==> src/rtl/mac_node.sv <==
// Sequential MAC neural-network node: streams N_INPUTS (coef, data) pairs through one
// multiplier, then applies saturation and an activation. Define MAC_NODE_BIAS_EN to add bias_in.
module mac_node #(
  parameter int DATA_W   = 16,
  parameter int FRAC_W   = 8,
  parameter int N_INPUTS = 64,
  parameter int ACC_W    = 40
) (
  input  logic              clk,
  input  logic              rst,
  input  logic              start,
  input  logic [1:0]        act_sel,
  input  logic              in_valid,
  output logic              in_ready,
  input  logic [DATA_W-1:0] coef_in,
  input  logic [DATA_W-1:0] data_in,
  output logic              out_valid,
  input  logic              out_ready,
  output logic [DATA_W-1:0] node_out,
  output logic              ovf,
  output logic              busy
`ifdef MAC_NODE_BIAS_EN
  ,
  input  logic [DATA_W-1:0] bias_in
`endif
);

  localparam int CNT_W = (N_INPUTS > 1) ? $clog2(N_INPUTS) : 1;
  localparam logic [CNT_W-1:0] LAST = CNT_W'(N_INPUTS - 1);

  localparam logic [1:0] IDLE = 2'd0;
  localparam logic [1:0] ACC  = 2'd1;
  localparam logic [1:0] ACT  = 2'd2;
  localparam logic [1:0] OUT  = 2'd3;

  localparam logic [1:0] ACT_RELU = 2'b01;
  localparam logic [1:0] ACT_STEP = 2'b10;

  // Signed DATA_W limits expressed at accumulator width for the saturation compare.
  localparam logic signed [ACC_W-1:0] SAT_MAX = {{(ACC_W-DATA_W+1){1'b0}}, {(DATA_W-1){1'b1}}};
  localparam logic signed [ACC_W-1:0] SAT_MIN = {{(ACC_W-DATA_W+1){1'b1}}, {(DATA_W-1){1'b0}}};
  localparam logic [DATA_W-1:0] STEP_ONE = DATA_W'(1 << FRAC_W);

  logic [1:0]                 state;
  logic [1:0]                 act_q;
  logic [CNT_W-1:0]           count;
  logic signed [ACC_W-1:0]    acc;
  logic signed [2*DATA_W-1:0] prod;
  logic signed [ACC_W-1:0]    prod_ext;
  logic signed [ACC_W-1:0]    acc_init;
  logic signed [ACC_W-1:0]    shifted;
  logic signed [DATA_W-1:0]   sat_val;
  logic [DATA_W-1:0]          act_val;
  logic                       sat_flag;

  assign prod     = $signed(coef_in) * $signed(data_in);
  assign prod_ext = ACC_W'(prod);
  assign shifted  = acc >>> FRAC_W;

`ifdef MAC_NODE_BIAS_EN
  assign acc_init = ACC_W'($signed(bias_in)) <<< FRAC_W;
`else
  assign acc_init = '0;
`endif

  assign in_ready  = (state == ACC);
  assign out_valid = (state == OUT);
  assign busy      = (state != IDLE);

  // Clamp the rescaled sum to DATA_W, then apply the latched activation to the clamped value.
  always_comb begin
    sat_flag = 1'b0;
    sat_val  = shifted[DATA_W-1:0];
    if (shifted > SAT_MAX) begin
      sat_val  = SAT_MAX[DATA_W-1:0];
      sat_flag = 1'b1;
    end else if (shifted < SAT_MIN) begin
      sat_val  = SAT_MIN[DATA_W-1:0];
      sat_flag = 1'b1;
    end

    act_val = sat_val;
    case (act_q)
      ACT_RELU: if (sat_val < 0) act_val = '0;
      ACT_STEP: act_val = (sat_val > 0) ? STEP_ONE : '0;
      default:  act_val = sat_val;
    endcase
  end

  always_ff @(posedge clk or posedge rst) begin
    if (rst) begin
      state    <= IDLE;
      act_q    <= 2'b00;
      count    <= '0;
      acc      <= '0;
      node_out <= '0;
      ovf      <= 1'b0;
    end else begin
      case (state)
        IDLE: begin
          if (start) begin
            act_q <= act_sel;
            acc   <= acc_init;
            count <= '0;
            state <= ACC;
          end
        end
        ACC: begin
          if (in_valid) begin
            acc <= acc + prod_ext;
            if (count == LAST) begin
              state <= ACT;
            end else begin
              count <= count + 1'b1;
            end
          end
        end
        ACT: begin
          node_out <= act_val;
          ovf      <= sat_flag;
          state    <= OUT;
        end
        OUT: begin
          if (out_ready) state <= IDLE;
        end
        default: state <= IDLE;
      endcase
    end
  end

endmodule
==> config.mk <==
export PLATFORM = sky130hd
export DESIGN_NAME = mac_node
export DESIGN_NICKNAME = d
export VERILOG_FILES = /design/src/rtl/mac_node.sv
export SDC_FILE = /design/constraint.sdc
export NUM_CORES = 1
export LEC_CHECK = 0
export BUFFER_PORTS_ARGS = -buffer_cell sky130_fd_sc_hd__buf_4
export CORE_AREA = 5 5 265 138
export CTS_BUF_LIST = sky130_fd_sc_hd__clkbuf_4 sky130_fd_sc_hd__clkbuf_8
export DETAILED_ROUTE_END_ITERATION = 8
export DIE_AREA = 0 0 270 143
export HOLD_SLACK_MARGIN = 0.06
export RECOVER_POWER = 25
export SYNTH_ARGS = -nofsm -noshare
export SYNTH_HDL_FRONTEND = slang
export SYNTH_SLANG_ARGS = --single-unit
==> constraint.sdc <==
create_clock -name clk -period 6.4 [get_ports clk]
set_input_delay 0.32 -clock clk [delete_from_list [all_inputs] [get_ports clk]]
set_output_delay 0.32 -clock clk [all_outputs]
set_load 0.005 [all_outputs]
==> metrics.cfg, run 1 <==
[critical_path]
cp_num_buf_inv=7
cp-startpoint=data_in[4]
critPathArrivalTime_ps=6330
end_kind=register
rr_endpoint=acc[37]$_DFFE_PP0P_
worstPathCellList=buf_4, buf_4, and2_1, fa_1, inv_1, fa_1, fa_1, fa_1, inv_1, fa_1, inv_1, fa_1, inv_1, ha_1, a21oi_2, o311a_1, o21ai_0, a31o_2, a21oi_1, buf_4, a21boi_0, or3_1, a32o_1
crit_top_cell=fa_1
path_delay_family=adder cells
crit_path_max_fanout=10
cp.required_ps=6640
worst-r2r-setup-slack_ps=900
critPathMaxStageDelay_ps=560
worstRegToRegCells=16
crit_slowest_cell=fa_1
cp.depth=23
path_class=in2reg
r2r_start=acc[8]$_DFFE_PP0P_
cp-start-kind=input port

[detailed_routing]
dr_wl_met3_mm=4.11
dr.max_layer_used=met4
drtIter0Drc=797
wl_mm=41.9
wl_met1_mm=22.4
vias=11400
wl_per_cell_um=18.5
ant_nets=0
detail_route.first_pass.iterations=5
avgViaCountPerCell=5.06
drc=0
wl_met2_mm=15.2

[synthesis]
synth_nets=2155
ys_async_sr_fraction_pct=100
ys_types=63
ys.flop_type=dfrtp_1
synth_edf_count=0
syn_area_sq_um=15400
yosysWarnings=0
synth_seq_cells=67
synth_cells=1663
ys_seq_area_share_pct=10.9
syn_area_per_cell_sq_um=9.26

[floorplanning]
dieArea_sq_um=38600
die_y_um=143
rows=48
ios=59
core-area_sq_um=33900
die_w_um=270
start_util_pct=45.4

[sta]
fin_crit_sh_pct=95.1
fmax_ghz=0.164
hold_violations=0
hold_ws_ps=207
period_minus_slack_ps=6080
rsz0062_at_grt=no
clock_skew_ps=11.0
setup_ws_ps=316
slew_headroom_pct=-152
slew_violations=68
finalSetupViolations=0
worst_pin_slew_ps=3780

[grt]
overflow=0
antenna_found_initial=0
grt_pass1_vias=12300
grt_pass1_wl_mm=69.6
grt_start_max_net_pins=68
grt_use_total_pct=22.9

[finish]
syn2layout_area_growth_pct=13.2
drive_gt1_share_pct=11.9
diodes=0
nets=2298
fin_util_pct=51.3
n_fill_cell=3181
final_cell_area_sq_um=17400

[placed_design]
place_hpwl_mm=36.2
routabilityCongestion=0.894
place_area_sq_um=17200
port-buffer-count=58
place_ws_ps=-166

[clock_tree]
htree_num_levels=3
max-clock-path-buffers=2
cts_buffers=9
cts_sinks=67
clkTransAtPathRegs_ps=80
cts_root_buffer=clkbuf_8
clk_latency_ps=350
cts_tree=done

[worst_hold_path]
holdCritPathClass=in2reg
hold_depth=2
hold_end=act_q[0]$_DFFE_PP0P_
hp-start=act_sel[0]

[flow_run]
drv_cap=1

[outcome]
status=complete, but fails checks
violations=capacitance limit, slew limit

registers in the layout (all words and copies together) (netlist names):
register / cells
acc: 40
act_q: 2
node_out: 16
state: 2
count: 6
ovf: 1
final cells by class:
cell class	instances	area (sq um)	area share, %
inverters	439	1650	9.46
clock inverters	2	35.0	0.201
well taps	450	563	3.23
multi-input cells	1105	11900	68.3
clock buffers	14	168	0.962
repair buffers	184	1430	8.19
flip-flops and latches	67	1680	9.62
worst max-delay path by stage:
| stage | to |
|---|---|
| 2_1_floorplan | acc[38]$_DFFE_PP0P_ |
| 3_3_place_gp | acc[39]$_DFFE_PP0P_ |
| 3_5_place_dp | acc[38]$_DFFE_PP0P_ |
| 4_1_cts | acc[38]$_DFFE_PP0P_ |
| 5_1_grt | acc[34]$_DFFE_PP0P_ |
| 6_report | acc[34]$_DFFE_PP0P_ |
placed cells by master, fill, tap and decap left out, types with 23 or more instances in the layout:
master and instances:
a21o_1 23, a21oi_1 30, and2_1 117, buf_4 178
dfrtp_1 67, fa_1 328, ha_1 123, inv_1 439
nand2_1 179, nor2_1 46, o21ai_0 57, xnor2_1 24
Yosys cell counts, drive strengths merged, types with 11 or more instances:
cell type  instances  area (sq um)
nand4             11          68.8
clkbuf            50           188
ha               123          1540
and2             118           741
dfrtp             67          1680
o21ai             59           295
a21o              23           173
inv              439          1650
nor2              46           173
xnor2             24           210
fa               330          6610
xor2              15           131
a21oi             31           155
nand3             12          60.1
o211ai            16           125
nand2            179           672
logic make-up after synthesis:
logic type	share of synthesized area (%)
buffers and inverters	12.0
adder cells (fa/ha/maj)	52.9
AND/OR/NAND/NOR	12.8
AO/OA/AOI/OAI	8.99
flip-flops	10.9
XOR/XNOR	2.22
multiplexers	0.211
layer usage:
metal  up-vias  global-route usage [%]
met5         -                       0
met3        16                    7.02
met2       382                    29.3
li1       5319                       -
met4         0                    1.84
met1      5713                    38.3
what timing repair did:
item                                    in CTS  in global routing
endpoints found under the hold margin        0                  0
hold buffers                                 0                  0
resized for setup                            0                  6
setup buffers                                0                  0
endpoints found under the setup margin       0                  4
per-stage QoR:
stage | cells | setup TNS, ps
floorplan | 1663 | 0
global placement | 2245 | -162
detailed placement | 2245 | -451
CTS | 2261 | 0
global route | 2261 | 0
finish | 2261 | 0
Power of run 1 is not shown: default switching activity piles up to over one toggle a cycle in this logic, so the estimate is an artifact.
==> run 2: changes to the inputs <==
- RECOVER_POWER: 25 -> 100
==> run 2 against run 1 <==
The flow still finishes with violations (capacitance limit, slew limit). Sequential share of layout area is essentially flat. Final cell count unchanged. Non-clock buffer count is the same. Via count grew 0.34%. First-iteration DRC count shrank 3.4%. Cell area fell by 0.19%. Clock skew is 0.64 ps higher. Critical path type unchanged. Global-route usage is the same.
==> metrics.cfg, run 2 (synthesized netlist as in run 1, its figures left out) <==
[sta]
hold_violations=0  ; unchanged
clock_skew_ps=11.6  ; was 11.0 ps
period_minus_slack_ps=6100  ; was 6080 ps
worst_pin_slew_ps=3790  ; was 3780 ps
rsz0062_at_grt=no  ; unchanged
hold_ws_ps=205  ; was 207 ps
setup_ws_ps=297  ; was 316 ps
finalSetupViolations=0  ; unchanged
fin_crit_sh_pct=95.4  ; was 95.1%
slew_headroom_pct=-153  ; was -152%
fmax_ghz=0.164  ; about the same
slew_violations=110  ; was 68

[clock_tree]
htree_num_levels=3  ; unchanged
cts_buffers=9  ; unchanged
cts_sinks=67  ; unchanged
cts_tree=done  ; unchanged
hold_buffers=0  ; unchanged
max-clock-path-buffers=2  ; unchanged
clk_latency_ps=350  ; about the same
post_cts_buffers=0  ; unchanged
clkTransAtPathRegs_ps=70  ; was 80 ps
ctsResizeCount=0  ; unchanged
cts_root_buffer=clkbuf_8  ; unchanged

[finish]
n_fill_cell=3187  ; was 3181
nets=2298  ; unchanged
diodes=0  ; unchanged
syn2layout_area_growth_pct=12.9  ; was 13.2%
largest_reg_flops=40  ; unchanged
final_cell_area_sq_um=17400  ; about the same
layout_commonest_cell=inv_1  ; unchanged
reg.largest.list=acc x40, node_out x16, count x6  ; unchanged
drive_gt1_share_pct=11.4  ; was 11.9%
final_cell_mix=439 x inv_1, 328 x fa_1, 179 x nand2_1  ; unchanged
regMostFlops=acc  ; unchanged

[floorplanning]
core-area_sq_um=33900  ; unchanged
start_util_pct=45.4  ; unchanged
rows=48  ; unchanged
die_w_um=270  ; unchanged
dieArea_sq_um=38600  ; unchanged
die_y_um=143  ; unchanged
ios=59  ; unchanged

[outcome]
violations=capacitance limit, slew limit  ; unchanged
status=complete, but fails checks  ; unchanged

[placed_design]
place_ws_ps=-166  ; unchanged
routabilityCongestion=0.894  ; unchanged
place_hpwl_mm=36.2  ; unchanged
port-buffer-count=58  ; unchanged
place_area_sq_um=17200  ; unchanged

[worst_hold_path]
holdCritPathClass=in2reg  ; unchanged

[critical_path]
worstPathCellList=buf_4, buf_4, clkbuf_1, nand2_1, fa_1, inv_1, fa_1, ha_1, fa_1, inv_1, fa_1, fa_1, inv_1, ha_1, and2_4, a221o_2, o41ai_4, o211ai_2, a311o_1, and3_4, nand2b_4, a41o_1  ; was buf_4, buf_4, and2_1, fa_1, inv_1, fa_1, fa_1, fa_1, inv_1, fa_1, inv_1, fa_1, inv_1, ha_1, a21oi_2, o311a_1, o21ai_0, a31o_2, a21oi_1, buf_4, a21boi_0, or3_1, a32o_1
end_kind=register  ; unchanged
crit_top_cell=fa_1  ; unchanged
path_class=in2reg  ; unchanged
cp_num_buf_inv=6  ; was 7
crit_path_max_fanout=10  ; unchanged
cp.required_ps=6640  ; about the same
path_delay_family=adder cells  ; unchanged
crit_slowest_cell=fa_1  ; unchanged
cp-start-kind=input port  ; unchanged
critPathMaxStageDelay_ps=550  ; was 560 ps
critPathArrivalTime_ps=6340  ; was 6330 ps

[grt]
grt_pass1_wl_mm=69.6  ; unchanged
grt_start_max_net_pins=68  ; unchanged
grt_pass1_vias=12300  ; unchanged
overflow=0  ; unchanged
grt_use_total_pct=22.9  ; unchanged
antenna_found_initial=0  ; unchanged

[detailed_routing]
drc=0  ; unchanged
detail_route.first_pass.iterations=5  ; unchanged
wl_mm=41.8  ; was 41.9 mm
ant_nets=0  ; unchanged
avgViaCountPerCell=5.07  ; was 5.06
wl_per_cell_um=18.5  ; about the same
vias=11500  ; was 11400
drtIter0Drc=770  ; was 797

[flow_run]
drv_cap=2  ; was 1

## run 2: cell count changes in the layout (fill, tap and decap cells not counted)
cell,change
and2_0,+3
and2_1,-3
buf_4,-27
clkbuf_1,+9
clkbuf_4,+18
## run 2: worst reg2reg max path, delay by kind of cell (launching register included)
family	cells	cell delay, ps
adder cells (fa/ha/maj)	6	2720
AND/OR/NAND/NOR	3	520
AO/OA/AOI/OAI	5	1620
buffers and inverters	2	90
flip-flops	1	450
## run 2: final timing paths
check	startpoint	to	slack, ps	cells after the start
max	data_in[4]	acc[37]$_DFFE_PP0P_	300	22
min	act_sel[0]	act_q[0]$_DFFE_PP0P_	210	2
max reg2reg	acc[8]$_DFFE_PP0P_	acc[37]$_DFFE_PP0P_	900	16
min reg2reg	acc[7]$_DFFE_PP0P_	acc[7]$_DFFE_PP0P_	510	2
max in group asynchronous	rst	acc[5]$_DFFE_PP0P_	2820	3
min in group asynchronous	rst	count[4]$_DFFE_PP0P_	1430	3
## run 2: area by class of cell
class,count,area (sq um),area share (%)
Clock buffer,14,168,0.964
Clock inverter,2,35.0,0.201
Inverter,439,1650,9.48
Multi-Input combinational cell,1105,11900,68.5
Sequential cell,67,1680,9.64
Tap cell,450,563,3.24
Timing Repair Buffer,184,1390,8.01
## run 2: metal layers
metal,global-route usage (%),vias to the layer above,wire [um]
met4,1.84,0,181
met1,38.3,5738,22100
met5,0,-,0
li1,-,5321,-
met2,29.3,396,15100
met3,7.02,14,4340
## run 2: metrics by stage
step                      utilization (%)  TNS (ps)  std cells
final                                51.2         0       2261
after global routing                 51.2         0       2261
after CTS                            51.3         0       2261
after detailed placement             50.7      -451       2245
after global placement               50.7      -162       2245
after floorplan                         -         0       1663
Power of run 2 is left out for the same reason.
